$ cat src/rtl/vx_pkg.sv
// Shared video-memory constants and CPU access FSM encoding.
// Used by the arbiter, its CPU sub-block and the shift-register stage (VLAT).
package vx_pkg;

   localparam int unsigned AW   = 6;
   localparam int unsigned DW   = 4;
   localparam int unsigned VGAP = 4;
   localparam int unsigned VLAT = 3;

   typedef enum logic [1:0] {
      C_IDLE = 2'd0,
      C_MEM  = 2'd1,
      C_WAIT = 2'd2,
      C_ACK  = 2'd3
   } cpu_state_t;

endpackage

$ cat src/rtl/vmem_arbiter_if.sv
// Video fetch, CPU bus and memory-side signals of the video memory arbiter.
// slave = arbiter view, master = surrounding pipeline/CPU/memory view.
interface vmem_arbiter_if
   import vx_pkg::*;
#(
   parameter int unsigned AW = vx_pkg::AW,
   parameter int unsigned DW = vx_pkg::DW
);

   logic          vid_req;
   logic [AW-1:0] vid_addr;
   logic [DW-1:0] vid_data;
   logic          vid_valid;
   logic          vid_ovr;

   logic          cpu_stb;
   logic          cpu_we;
   logic [AW-1:0] cpu_addr;
   logic [DW-1:0] cpu_wdata;
   logic [DW-1:0] cpu_rdata;
   logic          cpu_ack;

   logic          mem_en;
   logic          mem_we;
   logic [AW-1:0] mem_addr;
   logic [DW-1:0] mem_wdata;
   logic [DW-1:0] mem_rdata;

   modport slave (
      input  vid_req, vid_addr, cpu_stb, cpu_we, cpu_addr, cpu_wdata, mem_rdata,
      output vid_data, vid_valid, vid_ovr, cpu_rdata, cpu_ack,
             mem_en, mem_we, mem_addr, mem_wdata
   );

   modport master (
      output vid_req, vid_addr, cpu_stb, cpu_we, cpu_addr, cpu_wdata, mem_rdata,
      input  vid_data, vid_valid, vid_ovr, cpu_rdata, cpu_ack,
             mem_en, mem_we, mem_addr, mem_wdata
   );

endinterface

$ cat src/rtl/vmem_arb_cpu.sv
// CPU access sequencer: tracks one granted access through issue, memory
// latency and the acknowledge cycle; returns read data with cpu_ack.
module vmem_arb_cpu
   import vx_pkg::*;
#(
   parameter int unsigned DW = vx_pkg::DW
) (
   input  logic          clk,
   input  logic          rst,
   input  logic          grant,
   input  logic          cpu_we,
   input  logic [DW-1:0] mem_rdata,
   output logic          idle_c,
   output logic [DW-1:0] cpu_rdata,
   output logic          cpu_ack
);

   cpu_state_t    state_q, state_d;
   logic          we_q, we_d;
   logic          ack_d;
   logic [DW-1:0] rdata_d;

   always_ff @(posedge clk or posedge rst) begin
      if (rst) begin
         state_q   <= C_IDLE;
         we_q      <= 1'b0;
         cpu_ack   <= 1'b0;
         cpu_rdata <= '0;
      end else begin
         state_q   <= state_d;
         we_q      <= we_d;
         cpu_ack   <= ack_d;
         cpu_rdata <= rdata_d;
      end
   end

   // Direction is latched at grant so a master dropping cpu_we early cannot corrupt capture.
   always_comb begin
      state_d = state_q;
      we_d    = we_q;
      ack_d   = 1'b0;
      rdata_d = cpu_rdata;
      unique case (state_q)
         C_IDLE: begin
            if (grant) begin
               state_d = C_MEM;
               we_d    = cpu_we;
            end
         end
         C_MEM:  state_d = C_WAIT;
         C_WAIT: begin
            state_d = C_ACK;
            ack_d   = 1'b1;
            if (!we_q) rdata_d = mem_rdata;
         end
         C_ACK:   state_d = C_IDLE;
         default: state_d = C_IDLE;
      endcase
   end

   assign idle_c = (state_q == C_IDLE);

endmodule

$ cat src/rtl/vmem_arbiter.sv
// Single-port video memory arbiter: video fetches own any slot they request
// with fixed 3-cycle latency; the CPU gets the remaining slots.
module vmem_arbiter
   import vx_pkg::*;
#(
   parameter int unsigned VGAP = vx_pkg::VGAP
) (
   input logic           clk,
   input logic           rst,
   vmem_arbiter_if.slave bus
);

   localparam int unsigned CW = ($clog2(VGAP + 1) < 2) ? 2 : $clog2(VGAP + 1);

   logic          cpu_idle_c;
   logic          cpu_grant_c;
   logic          vtag1_q, vtag2_q;
   logic [CW-1:0] gap_q;

   assign cpu_grant_c = cpu_idle_c & bus.cpu_stb & ~bus.vid_req;

   // Slot selection: video always wins, address/data hold on idle slots.
   always_ff @(posedge clk or posedge rst) begin
      if (rst) begin
         bus.mem_en    <= 1'b0;
         bus.mem_we    <= 1'b0;
         bus.mem_addr  <= '0;
         bus.mem_wdata <= '0;
      end else if (bus.vid_req) begin
         bus.mem_en    <= 1'b1;
         bus.mem_we    <= 1'b0;
         bus.mem_addr  <= bus.vid_addr;
      end else if (cpu_grant_c) begin
         bus.mem_en    <= 1'b1;
         bus.mem_we    <= bus.cpu_we;
         bus.mem_addr  <= bus.cpu_addr;
         bus.mem_wdata <= bus.cpu_wdata;
      end else begin
         bus.mem_en    <= 1'b0;
         bus.mem_we    <= 1'b0;
      end
   end

   // Video tag pipeline: the read issued one cycle after vid_req returns one cycle later.
   always_ff @(posedge clk or posedge rst) begin
      if (rst) begin
         vtag1_q       <= 1'b0;
         vtag2_q       <= 1'b0;
         bus.vid_valid <= 1'b0;
         bus.vid_data  <= '0;
      end else begin
         vtag1_q       <= bus.vid_req;
         vtag2_q       <= vtag1_q;
         bus.vid_valid <= vtag2_q;
         if (vtag2_q) bus.vid_data <= bus.mem_rdata;
      end
   end

   // Request spacing monitor; starts saturated so the first request is never an overrun.
   always_ff @(posedge clk or posedge rst) begin
      if (rst) begin
         gap_q       <= CW'(VGAP);
         bus.vid_ovr <= 1'b0;
      end else if (bus.vid_req) begin
         gap_q <= '0;
         if (gap_q < CW'(VGAP - 1)) bus.vid_ovr <= 1'b1;
      end else if (gap_q != CW'(VGAP)) begin
         gap_q <= gap_q + CW'(1);
      end
   end

   vmem_arb_cpu u_cpu (
      .clk       (clk),
      .rst       (rst),
      .grant     (cpu_grant_c),
      .cpu_we    (bus.cpu_we),
      .mem_rdata (bus.mem_rdata),
      .idle_c    (cpu_idle_c),
      .cpu_rdata (bus.cpu_rdata),
      .cpu_ack   (bus.cpu_ack)
   );

endmodule
$ cat src/flat_wrapper.sv
// flat-port wrapper written by rule: the top's interface ports become plain ports
module vmem_arbiter_flat import vx_pkg::*;
#(
   parameter int unsigned VGAP = vx_pkg::VGAP
)
  (clk, rst, bus_vid_req, bus_vid_addr, bus_cpu_stb, bus_cpu_we, bus_cpu_addr, bus_cpu_wdata, bus_mem_rdata, bus_vid_data, bus_vid_valid, bus_vid_ovr, bus_cpu_rdata, bus_cpu_ack, bus_mem_en, bus_mem_we, bus_mem_addr, bus_mem_wdata);
  vmem_arbiter_if bus_i ();
  input logic clk;
  input logic rst;
  input wire logic [$bits(bus_i.vid_req)-1:0] bus_vid_req;
  input wire logic [$bits(bus_i.vid_addr)-1:0] bus_vid_addr;
  input wire logic [$bits(bus_i.cpu_stb)-1:0] bus_cpu_stb;
  input wire logic [$bits(bus_i.cpu_we)-1:0] bus_cpu_we;
  input wire logic [$bits(bus_i.cpu_addr)-1:0] bus_cpu_addr;
  input wire logic [$bits(bus_i.cpu_wdata)-1:0] bus_cpu_wdata;
  input wire logic [$bits(bus_i.mem_rdata)-1:0] bus_mem_rdata;
  output wire logic [$bits(bus_i.vid_data)-1:0] bus_vid_data;
  output wire logic [$bits(bus_i.vid_valid)-1:0] bus_vid_valid;
  output wire logic [$bits(bus_i.vid_ovr)-1:0] bus_vid_ovr;
  output wire logic [$bits(bus_i.cpu_rdata)-1:0] bus_cpu_rdata;
  output wire logic [$bits(bus_i.cpu_ack)-1:0] bus_cpu_ack;
  output wire logic [$bits(bus_i.mem_en)-1:0] bus_mem_en;
  output wire logic [$bits(bus_i.mem_we)-1:0] bus_mem_we;
  output wire logic [$bits(bus_i.mem_addr)-1:0] bus_mem_addr;
  output wire logic [$bits(bus_i.mem_wdata)-1:0] bus_mem_wdata;
  assign bus_i.vid_req = bus_vid_req;
  assign bus_i.vid_addr = bus_vid_addr;
  assign bus_i.cpu_stb = bus_cpu_stb;
  assign bus_i.cpu_we = bus_cpu_we;
  assign bus_i.cpu_addr = bus_cpu_addr;
  assign bus_i.cpu_wdata = bus_cpu_wdata;
  assign bus_i.mem_rdata = bus_mem_rdata;
  assign bus_vid_data = bus_i.vid_data;
  assign bus_vid_valid = bus_i.vid_valid;
  assign bus_vid_ovr = bus_i.vid_ovr;
  assign bus_cpu_rdata = bus_i.cpu_rdata;
  assign bus_cpu_ack = bus_i.cpu_ack;
  assign bus_mem_en = bus_i.mem_en;
  assign bus_mem_we = bus_i.mem_we;
  assign bus_mem_addr = bus_i.mem_addr;
  assign bus_mem_wdata = bus_i.mem_wdata;
  vmem_arbiter #(.VGAP(VGAP)) u_core (.clk(clk), .rst(rst), .bus(bus_i));
endmodule
$ cat config.mk
export PLATFORM = sky130hd
export DESIGN_NAME = vmem_arbiter_flat
export DESIGN_NICKNAME = d
export VERILOG_FILES = /design/src/rtl/vx_pkg.sv /design/src/rtl/vmem_arbiter_if.sv /design/src/rtl/vmem_arb_cpu.sv /design/src/rtl/vmem_arbiter.sv /design/src/flat_wrapper.sv
export SDC_FILE = /design/constraint.sdc
export NUM_CORES = 1
export LEC_CHECK = 0
export CAP_MARGIN = 40
export CORE_UTILIZATION = 45
export CTS_CLUSTER_DIAMETER = 80
export CTS_CLUSTER_SIZE = 30
export DETAILED_ROUTE_END_ITERATION = 12
export PLACE_DENSITY = 0.85
export REMOVE_ABC_BUFFERS = 1
export SETUP_SLACK_MARGIN = 0.4
export SLEW_MARGIN = 20
export SYNTH_ARGS = -nofsm -noshare
export SYNTH_HDL_FRONTEND = slang
export SYNTH_SLANG_ARGS = --single-unit
$ cat constraint.sdc
create_clock -name clk -period 3.9 [get_ports clk]
set_input_delay 0.585 -clock clk [delete_from_list [all_inputs] [get_ports clk]]
set_output_delay 0.585 -clock clk [all_outputs]
set_load 0.01 [all_outputs]
==> metrics.md, run 1 <==
| Metric | Value |
|---|---|
| Power per cell area | between 500 and 600 nW/µm² |
| Initial antenna violation count | 0 |
| Worst Skew | between 0.008 and 0.009 ns |
| Final setup viols | 0 |
| Crit path buffers/inverters | 1 |
| Die span in x | roughly 56 µm |
| Pleak | 0.880 nW |
| Slew headroom | 56.3% |
| Final wirelength | 2.43 mm |
| WP data arrival | between 2 and 2.5 ns |
| CTS resizes | 0 |
| TritonCTS buffer count | 5 |
| Post-CTS Setup Inserts | 0 |
| Synth warn | 0 |
| Routed wire per std cell | 13.3 µm |
| DP Worst Slack | ~1.7 ns |
| CTS tree | built |
| Clock Tree Buf Depth | 2 |
| DIE HEIGHT | between 50 and 60 µm |
| Crit-path max cell delay | between 0.8 and 0.9 ns |
| Fin util | around 68% |
| Detail Placement HPWL | approximately 1.9 mm |
| # IOs | 48 |
| Clock insertion delay at the later pin of the skew report | 0.33 ns |
| H-Tree Depth | 2 |
| GPL Wtd Cong | between 0.7 and 0.8 |
| Register-to-register setup slack | 2.47 ns |
| Input/output buffers | 47 |
| Residual DRC | 0 |
| Status | complete, no violations |
| 1st-pass router iterations | 4 |
| Largest delay contributor family on the critical path | buffers and inverters |
| Final Max Tran Viols | 0 |
| Setup ws final | ~2 ns |
| Synth Cell Area | roughly 1300 µm² |
| Setup_tns | 0 ns |
| Vias per inst | between 4 and 5 |
| Vias | about 900 |
| Crit path max fanout | 20 |
| Unrepaired setup endpoints after global routing | false |
| Worst hold path type | register to register |
| Starting Density | between 40% and 50% |
| CP Class | primary input to register |
| Share of cells above drive strength 1 | 17.1% |
| Number of diodes | 0 |
| Post-CTS Hold Buffers | 0 |
| Die footprint | ~3000 µm² |
| Gr ovfl total | 0 |
| Cell Rows | 19 |
| Distinct cells, synth | 23 |
| DR iter-0 viols | 5 |
| Total Routing Usage GR | between 10% and 20% |
| Fmax | ~540 MHz |
| Worst-margin pin slew | between 0.6 and 0.7 ns |
| Worst Path Required | 4.12 ns |
| First-pass GRT wire length | ~4.1 mm |
| Vias in the first global route | 922 |
| CTS root buffer | clkbuf_4 |
| Mean post-synth cell area | approximately 13 µm² |
| Crit-path cells | clkdlybuf4s50_1 -> nand3b_4 -> mux2_4 |
| Peak supply drop | about 0.45 mV |
| Pin count of the biggest net entering global routing | 21 |
| Critical-path top delay cell | clkdlybuf4s50_1 |
| Clk sinks | 31 |
| Reg clk slew, reported paths | 0.09 ns |
| Layout Nets | 181 |
| Max cap viols | 0 |
| Post-Layout Inst Area | roughly 1900 µm² |
| Fin. Hold Viols | 0 |
| Sequential area share after synthesis | between 60 and 70% |
| Placeable Area | 2730 µm² |
| FF+latch count, synth | 31 |
| Crit start category | primary input |
| Tcrit/Tclk final | 47.2% |
| Post-route ant nets | 0 |
| Crit path time final | between 1.5 and 2 ns |
| Syn Inst Count | 98 |
| Worst Setup End Kind | register |
| Area Growth Syn to Fin | 43.9% |
| Placed Area | 1800 µm² |
==> final cells by class <==
type / count / area, µm²
inverter: 8 / 30.0
clock buffer: 7 / 55.1
fill: 231 / 873
clock inverter: 1 / 5.00
tap: 31 / 38.8
timing repair buffer: 48 / 485
sequential: 31 / 777
multi-input combinational: 57 / 469
==> flip-flops by register name (all words and copies together), names as in the netlist, 2 cells and up <==
name and flops:
u_core.bus.mem_addr 6, u_core.bus.mem_wdata 4, u_core.bus.vid_data 4, u_core.u_cpu.cpu_rdata 4, u_core.gap_q 3, u_core.u_cpu.state_q 2
==> worst paths after layout <==
| path | start | to | cells after the start |
|---|---|---|---|
| max | bus_vid_req | u_core.bus.mem_wdata[1] | 3 |
| min | u_core.vtag1_q | u_core.vtag2_q | 0 |
| max reg2reg | u_core.u_cpu.state_q[0] | u_core.u_cpu.cpu_rdata[0] | 4 |
| min reg2reg | u_core.vtag1_q | u_core.vtag2_q | 0 |
| max in group asynchronous | rst | u_core.bus.mem_wdata[0] | 3 |
| min in group asynchronous | rst | u_core.u_cpu.cpu_rdata[1] | 2 |
==> where the power goes <==
part / switching, mW / leakage, nW / total (mW) / internal (mW)
sequential: 0.0471 / 0.368 / 0.455 / 0.408
combinational: 0.159 / 0.477 / 0.409 / 0.250
clock: 0.102 / 0.0353 / 0.189 / 0.0872
total: 0.308 / 0.880 / 1.05 / 0.745
==> worst register-to-register path: stages (launching register included) <==
cell     delay, ns
dfrtp_1       0.37
inv_1         0.12
ha_1          0.21
and2b_1       0.25
mux2_2        0.37
==> per-layer routing <==
| layer | track usage (%) | routed length (µm) |
|---|---|---|
| met3 | 7.67 | 201 |
| met5 | 0 | 0 |
| met2 | 29.3 | 1130 |
| met4 | 9.64 | 57 |
| met1 | 20.4 | 1040 |
==> cells in the final DEF, fill, tap and decap left out, drive strengths merged <==
cell type / instances
nand2: 11
xnor2: 1
nand3: 1
dfrtp: 30
mux2: 13
a31o: 1
mux2i: 7
clkdlybuf4s50: 47
a21oi: 1
and2b: 1
ha: 5
clkbuf: 7
nand3b: 1
clkinv: 1
inv: 8
nor2: 5
a21o: 1
buf: 1
nor3: 1
o21ai: 7
dfstp: 1
nand2b: 1
==> metrics by stage <==
step	power, mW	hold WS [ns]	instances
2_1_floorplan	0.673	0.331	96
3_3_place_gp	0.849	0.333	174
3_5_place_dp	0.876	0.349	175
4_1_cts	1.07	0.357	183
5_1_grt	1.12	0.367	183
6_report	1.05	0.350	183
==> synthesized netlist by cell type <==
library cell,number,area share (%)
dfrtp_1,30,58
nand2b_1,1,0.48
mux2i_1,7,5.4
a21o_1,1,0.58
ha_1,5,4.8
inv_1,8,2.3
and2b_1,1,0.58
buf_6,1,0.87
o21ai_2,1,0.68
nor2_1,5,1.5
dfstp_2,1,2.0
nand2_2,1,0.48
a21oi_1,1,0.39
xnor2_1,1,0.68
o21ai_0,6,2.3
mux2_2,9,7.8
buf_2,1,0.39
nand3_1,1,0.39
a31o_2,1,0.68
nand2_1,10,2.9
nor3_1,1,0.39
mux2_4,4,4.6
nand3b_4,1,1.5
==> kinds of logic (layout without fill, tap and decap cells) <==
family                     Yosys count  in the layout  synth area share [%]
muxes                               20             20                  17.9
xor gates and xnor gates             1              1                 0.678
buffers and inverters               10             64                  3.58
adders and majority gates            5              5                  4.84
DFF                                 31             31                  60.1
and+or+nand+nor                     21             21                  8.23
AOI/OAI and AO/OA                   10             10                  4.65
Note: power is estimated with default switching activity, not from simulation.
==> inputs of run 2 (changes only) <==
--- a/config.mk
+++ b/config.mk
@@ -6,11 +6,11 @@
 export NUM_CORES = 1
 export LEC_CHECK = 0
 export CAP_MARGIN = 40
-export CORE_UTILIZATION = 45
+export CORE_UTILIZATION = 43
 export CTS_CLUSTER_DIAMETER = 80
 export CTS_CLUSTER_SIZE = 30
 export DETAILED_ROUTE_END_ITERATION = 12
-export PLACE_DENSITY = 0.85
+export PLACE_DENSITY = 0.82
 export REMOVE_ABC_BUFFERS = 1
 export SETUP_SLACK_MARGIN = 0.4
 export SLEW_MARGIN = 20
==> constraint.sdc (replaced) <==
create_clock -name clk -period 1.7 [get_ports clk]
set_input_delay 0.255 -clock clk [delete_from_list [all_inputs] [get_ports clk]]
set_output_delay 0.255 -clock clk [all_outputs]
set_load 0.01 [all_outputs]
==> run 2 against run 1 <==
  * The flow now finishes with violations (DRC)
  * Die area up 4.5%
  * Register-to-register slack worse by 2.1 ns
  * Via count up 8.8%
  * Power rose to 2.6 times the previous value
  * Sequential share of layout area down 2.5 points
  * Sequential power up 130%
  * Cell area up 6.4%
==> metrics.md, run 2 (synthesis gave the netlist of run 1 again) <==
| Metric | Value |
|---|---|
| H-Tree Depth | 2 (unchanged) |
| Gr ovfl total | 0 (unchanged) |
| Crit path max fanout | 4 (-80%) |
| Sw Pwr | 786 µW (+160%) |
| WP data arrival | 1.52 ns (-0.54 ns) |
| Dpl cells | 178 (+1.7%) |
| Worst Setup End Kind | register |
| Most frequent cells in the layout | dfrtp_1, clkdlybuf4s50_1, dlygate4sd2_1, buf_4, nand2_1 |
| Largest delay contributor family on the critical path | flip-flops |
| Max reg flops | 6 (unchanged) |
| Met1 usage | 19.1% (-1.3 points) |
| Clk sinks | 31 (unchanged) |
| Busiest grt layer | met2 |
| Residual DRC | 8 (+8) |
| DIE HEIGHT | 56.8 µm (+2.2%) |
| Worst R2R Path Depth | 3 (-1) |
| Internal | 1.92 mW (+160%) |
| Clock Tree Buf Depth | 2 (unchanged) |
| Final Max Tran Viols | 0 (unchanged) |
| Worst Skew | 0.0123 ns (+0.00347 ns) |
| Die span in x | 56.8 µm (+2.2%) |
| Die footprint | 3230 µm² (+4.5%) |
| Share of cells above drive strength 1 | 25.9% (+8.8 points) |
| Layout Nets | 191 (+5.5%) |
| DR iter-0 viols | 25 (+20) |
| Routing usage on met3 | 5.30% (-2.4 points) |
| Reg clk slew, reported paths | 0.10 ns (about the same) |
| CTS tree | built |
| Cell Rows | 19 (unchanged) |
| Clock share of power | 21.9% (+4.0 points) |
| Pin count of the biggest net entering global routing | 14 (-33%) |
| Vias in the first global route | 922 (unchanged) |
| Detail Placement HPWL | 1.89 mm (+2.1%) |
| Worst Path Required | 1.91 ns (-2.21 ns) |
| Fin. Hold Viols | 0 (unchanged) |
| Slew headroom | 71.6% (+15 points) |
| Post-route ant nets | 0 (unchanged) |
| Status | complete, but fails checks |
| RR Endpoint | u_core.u_cpu.cpu_rdata[2] |
| Vias per inst | 5.01 (+3.1%) |
| 1st-pass router iterations | 8 (+4) |
| Unrepaired setup endpoints after global routing | true |
| Pleak | 0.989 nW (+12%) |
| Critical-path top delay cell | dfrtp_1 |
| Final non-filler cell total | 193 (+5.5%) |
| Failing checks | DRC |
| Commonest non-fill, non-tap cell in the layout | dfrtp_1 |
| Max cap viols | 0 (unchanged) |
| Placed Area | 1820 µm² (+0.83%) |
| Worst hold path type | primary input to async pin |
| # IOs | 48 (unchanged) |
| Clock insertion delay at the later pin of the skew report | 0.33 ns (about the same) |
| Post-CTS Hold Buffers | 0 (unchanged) |
| Starting Density | 46.1% (-1.2 points) |
| WP depth | 3 (unchanged) |
| Tcrit/Tclk final | between 70% and 80% |
| R2r startpoint | u_core.u_cpu.state_q[1] |
| Area Growth Syn to Fin | 53.1% |
| Routing usage on met2 | 30.6% (+1.4 points) |
| Input/output buffers | 47 (unchanged) |
| Total Routing Usage GR | 17.3% (-0.83 points) |
| Final wirelength | 2.61 mm (+7.2%) |
| Initial antenna violation count | 0 (unchanged) |
| Routed wire per std cell | 13.5 µm (+1.6%) |
| Fmax | around 760 MHz |
| Crit start category | register |
| Power per cell area | 1370 nW/µm² (+140%) |
| Worst-margin pin slew | 0.426 ns (-0.228 ns) |
| Number of diodes | 0 (unchanged) |
| Largest register by flop count | u_core.bus.mem_addr |
| Crit-path cells | ha_4 -> and2b_2 -> mux2_4 |
| Final setup viols | 0 (unchanged) |
| First-pass GRT wire length | 4.15 mm (+0.65%) |
| PnR Total Power | 2.71 mW (+160%) |
| Seq pwr share | 38.8% (-4.5 points) |
| Crit path buffers/inverters | 0 (-1) |
| Peak supply drop | 0.991 mV (+120%) |
| Setup_tns | 0 ns (unchanged) |
| Crit path time final | approximately 1.3 ns |
| Post-Layout Inst Area | 1980 µm² (+6.4%) |
| Gate power share | 39.2% (+0.4 points) |
| CTS root buffer | clkbuf_4 |
| Register-to-register setup slack | 0.39 ns (-2.08 ns) |
| TritonCTS buffer count | 5 (unchanged) |
| GPL Wtd Cong | 0.673 (-10%) |
| CP Class | register to register |
| Placeable Area | 2810 µm² (+2.6%) |
| Crit-path max cell delay | 0.45 ns (-0.40 ns) |
| Vias | 967 (+8.8%) |
| Switch share | 29.0% (-0.22 points) |
==> run 2: cell count changes in the layout (fill, tap and decap cells not counted), sizes merged <==
cell           delta
bufinv            +1
clkdlybuf4s50    -23
dlygate4sd2      +17
clkbuf            -1
clkdlybuf4s15     +6
buf              +10
==> run 2: power by group through the flow <==
stage	Sequential, mW	Clock, mW	Combinational [mW]
after global routing	1.07	0.645	1.15
after global placement	1.05	0	0.913
after CTS	1.04	0.610	0.876
after detailed placement	1.06	0	0.954
final	1.05	0.595	1.06
after floorplan	1.11	0	0.430
==> run 2: how the worst max path moves through the flow <==
stage / startpoint / endpoint
floorplan: u_core.u_cpu.state_q[0] / u_core.bus.mem_wdata[0]
global placement: bus_cpu_stb / u_core.u_cpu.state_q[1]
detailed placement: bus_cpu_stb / u_core.u_cpu.state_q[1]
CTS: u_core.u_cpu.state_q[0] / u_core.u_cpu.cpu_rdata[2]
global route: u_core.u_cpu.state_q[0] / u_core.u_cpu.cpu_rdata[2]
finish: u_core.u_cpu.state_q[1] / u_core.u_cpu.cpu_rdata[2]
==> run 2: cell type report <==
| class | count | area (µm²) |
|---|---|---|
| clock inverter | 2 | 35.0 |
| multi-input combinational | 57 | 515 |
| tap | 31 | 38.8 |
| sequential | 31 | 777 |
| fill | 213 | 826 |
| clock buffer | 6 | 51.3 |
| inverter | 8 | 30.0 |
| timing repair buffer | 58 | 532 |
==> run 2: layer usage <==
layer  part of all wire (%)  vias up
met5                      0        -
met2                     50       40
met1                     42      470
li1                       -      451
met4                    1.6        0
met3                    6.7        6
==> run 2: what timing repair did <==
item                                    4_1_cts  5_1_grt
endpoints found under the setup margin       37       22
buffers inserted                              0        7
pin swaps                                     0        1
hold endpoints to repair                      0        0
gates resized for setup                      28       14
==> run 2: stage by stage <==
stage / utilization [%] / hold WS [ns] / worst slack [ns]
2_1_floorplan: - / 0.286 / 0.440
3_3_place_gp: 64.7 / 0.336 / 0.197
3_5_place_dp: 64.7 / 0.346 / 0.170
4_1_cts: 67.2 / 0.219 / 0.354
5_1_grt: 70.6 / 0.250 / 0.345
6_report: 70.6 / 0.218 / 0.390
==> inputs of run 3 (changes only) <==
==> constraint.sdc (replaced) <==
create_clock -name clk -period 1.35 [get_ports clk]
set_input_delay 0.2025 -clock clk [delete_from_list [all_inputs] [get_ports clk]]
set_output_delay 0.2025 -clock clk [all_outputs]
set_load 0.01 [all_outputs]
==> run 3 against run 2 <==
  * Worst setup slack lost 0.37 ns
  * Clock power shrank 15%
  * Cell area grew 5.0%
  * Power grew 27%
  * Critical path depth grew 2
  * Via count grew 4.7%
  * Sequential power grew 27%
  * Highest routed layer unchanged
  * The flow still finishes with violations (DRC)
  * First-iteration DRC count shrank 8.0%
  * Non-clock buffer count grew 13
  * Critical endpoint is now u_core.u_cpu.state_q[1]
==> metrics.md, run 3 (synthesis gave the netlist of run 1 again) <==
| Metric | Value |
|---|---|
| Status | complete, but fails checks |
| Failing checks | DRC |
| # IOs | 48 (unchanged) |
| Crit start category | register |
| Max cap viols | 0 (unchanged) |
| Worst hold path type | primary input to async pin |
| Largest register by flop count | u_core.bus.mem_addr |
| Worst R2R Path Depth | 5 (+2) |
| Die span in x | 56.8 µm (unchanged) |
| Vias per inst | 4.91 (-2.0%) |
| Placeable Area | 2810 µm² (unchanged) |
| Input/output buffers | 47 (unchanged) |
| Worst Path Required | 1.57 ns (-0.34 ns) |
| Pin count of the biggest net entering global routing | 32 (+18) |
| DR iter-0 viols | 23 (-8.0%) |
| Routed wire per std cell | 14.6 µm (+8.1%) |
| Gr ovfl total | 0 (unchanged) |
| Crit-path max cell delay | 0.44 ns (about the same) |
| Pleak | 1.05 nW (+6.3%) |
| Area Growth Syn to Fin | 60.8% |
| Tcrit/Tclk final | 98.5% (+21 points) |
| H-Tree Depth | 2 (unchanged) |
| Fin. Hold Viols | 0 (unchanged) |
| Unrepaired setup endpoints after global routing | true |
| Fin util | 74.1% (+3.5 points) |
| Share of cells above drive strength 1 | 51.4% (+26 points) |
| Commonest non-fill, non-tap cell in the layout | dfrtp_1 |
| TritonCTS buffer count | 5 (unchanged) |
| Worst Skew | 0.00580 ns (-0.00649 ns) |
| Power per cell area | 1660 nW/µm² (+21%) |
| Largest delay contributor family on the critical path | flip-flops |
| Crit path to | u_core.u_cpu.state_q[1] |
| R2r startpoint | u_core.u_cpu.state_q[1] |
| Max reg flops | 6 (unchanged) |
| Cell Rows | 19 (unchanged) |
| Residual DRC | 8 (unchanged) |
| DIE HEIGHT | 56.8 µm (unchanged) |
| CP Class | register to register |
| 1st-pass router iterations | 8 (unchanged) |
| RR Endpoint | u_core.u_cpu.state_q[1] |
| Fill cell count | 212 (-0.47%) |
| Setup ws final | 0.0199 ns (-0.370 ns) |
| Clk sinks | 31 (unchanged) |
| Critical-path top delay cell | dfrtp_1 |
| GPL Wtd Cong | 0.653 (-3.1%) |
| Clock Tree Buf Depth | 2 (unchanged) |
| Clock insertion delay at the later pin of the skew report | 0.33 ns (about the same) |
| Dpl cells | 179 (+0.56%) |
| Final Hold Slack | 0.202 ns (-0.0156 ns) |
| DP Worst Slack | -0.0889 ns (-0.259 ns) |
| Crit path buffers/inverters | 2 (+2) |
| Worst-margin pin slew | 0.236 ns (-0.190 ns) |
| WP data arrival | 1.55 ns (+0.03 ns) |
| Detail Placement HPWL | 1.84 mm (-2.5%) |
| Crit path max fanout | 3 (-1) |
| Vias in the first global route | 1039 (+13%) |
| Final wirelength | 3.01 mm (+15%) |
| First-pass GRT wire length | 4.70 mm (+13%) |
| Origin of the worst setup path | u_core.u_cpu.state_q[1] |
| Most frequent cells in the layout | dfrtp_1, clkdlybuf4s50_1, buf_2, buf_4, mux2_4 |
| Slew headroom | 84.2% (+13 points) |
| Crit-path cells | inv_2 -> ha_4 -> buf_4 -> o21ai_4 -> mux2_4 |
| Post-route ant nets | 0 (unchanged) |
| Number of diodes | 0 (unchanged) |
| Starting Density | 46.1% (unchanged) |
| Worst Setup End Kind | register |
| Vias | 1012 (+4.7%) |
| Peak supply drop | 1.12 mV (+13%) |
| Crit path time final | 1.33 ns (+0.0203 ns) |
| CTS root buffer | clkbuf_4 |
| Reg clk slew, reported paths | 0.10 ns (about the same) |
| Initial antenna violation count | 0 (unchanged) |
| Layout Nets | 204 (+6.8%) |
| Post-CTS Hold Buffers | 0 (unchanged) |
| Die footprint | 3230 µm² (unchanged) |
| Fmax | 752 MHz (-1.5%) |
| CTS tree | built |
| Register-to-register setup slack | 0.02 ns (-0.37 ns) |
| WP depth | 5 (+2) |
| Total Routing Usage GR | 20.1% (+2.8 points) |
| Final setup viols | 0 (unchanged) |
| Final Max Tran Viols | 0 (unchanged) |
| Final non-filler cell total | 206 (+6.7%) |
==> run 3: cell count changes in the layout (fill, tap and decap cells not counted), moves of 6 or more <==
cell	before	now
buf_2	0	20
dlygate4sd2_1	17	0
buf_4	11	19
buf_6	0	7
clkdlybuf4s15_1	6	0
==> run 3: cell type report <==
class                   count  area, µm²  area share (%)
flip-flops and latches     31        777            37.4
multi-input cells          57        601            28.9
repair buffers             71        582            28.0
clock buffers               7       45.0            2.17
well taps                  31       38.8            1.87
inverters                   8       30.0            1.44
clock inverters             1       5.00           0.241
==> run 3: worst min-delay path, stage by stage <==
cell and delay [ns]:
clkdlybuf4s50_1 0.40, inv_1 0.09, buf_12 0.20
==> run 3: timing repair <==
| item | CTS | global route |
|---|---|---|
| pin swaps | 4 | 9 |
| buffers inserted | 10 | 9 |
| endpoints found under the setup margin | 45 | 46 |
| resized for setup | 108 | 25 |
==> run 3: worst min path at each step <==
stage / start / end / slack [ns] / cells past startpoint
after floorplan: bus_vid_req / u_core.vtag1_q / 0.23 / 0
after global placement: u_core.vtag1_q / u_core.vtag2_q / 0.33 / 0
after detailed placement: u_core.vtag1_q / u_core.vtag2_q / 0.34 / 0
after CTS: rst / u_core.bus.mem_en / 0.20 / 3
after global routing: rst / u_core.gap_q[0] / 0.22 / 3
final: rst / u_core.bus.mem_en / 0.20 / 3
==> run 3: metrics by stage <==
| stage | power (mW) | TNS (ns) | cell area [µm²] |
|---|---|---|---|
| 2_1_floorplan | 1.94 | 0 | 1280 |
| 3_5_place_dp | 2.57 | -0.540 | 1840 |
| 5_1_grt | 3.66 | -0.0412 | 2080 |
| 4_1_cts | 3.21 | 0 | 1920 |
| 3_3_place_gp | 2.51 | -0.200 | 1840 |
| 6_report | 3.45 | 0 | 2080 |
==> run 3: report_power, final <==
| group | internal, mW | switching [mW] | leakage, nW |
|---|---|---|---|
| registers | 1.18 | 0.148 | 0.368 |
| clock network | 0.203 | 0.301 | 0.0293 |
| logic | 0.972 | 0.648 | 0.655 |
==> run 3: layer usage <==
layer / global-route usage (%) / part of all wire [%] / vias to the layer above / routed length (µm)
met2: 34.7 / 52 / 43 / 1580
met5: 0 / 0 / - / 0
met1: 21.3 / 37 / 483 / 1120
met4: 10.5 / 2.9 / 0 / 86
li1: - / - / 476 / -
met3: 7.60 / 7.3 / 10 / 219
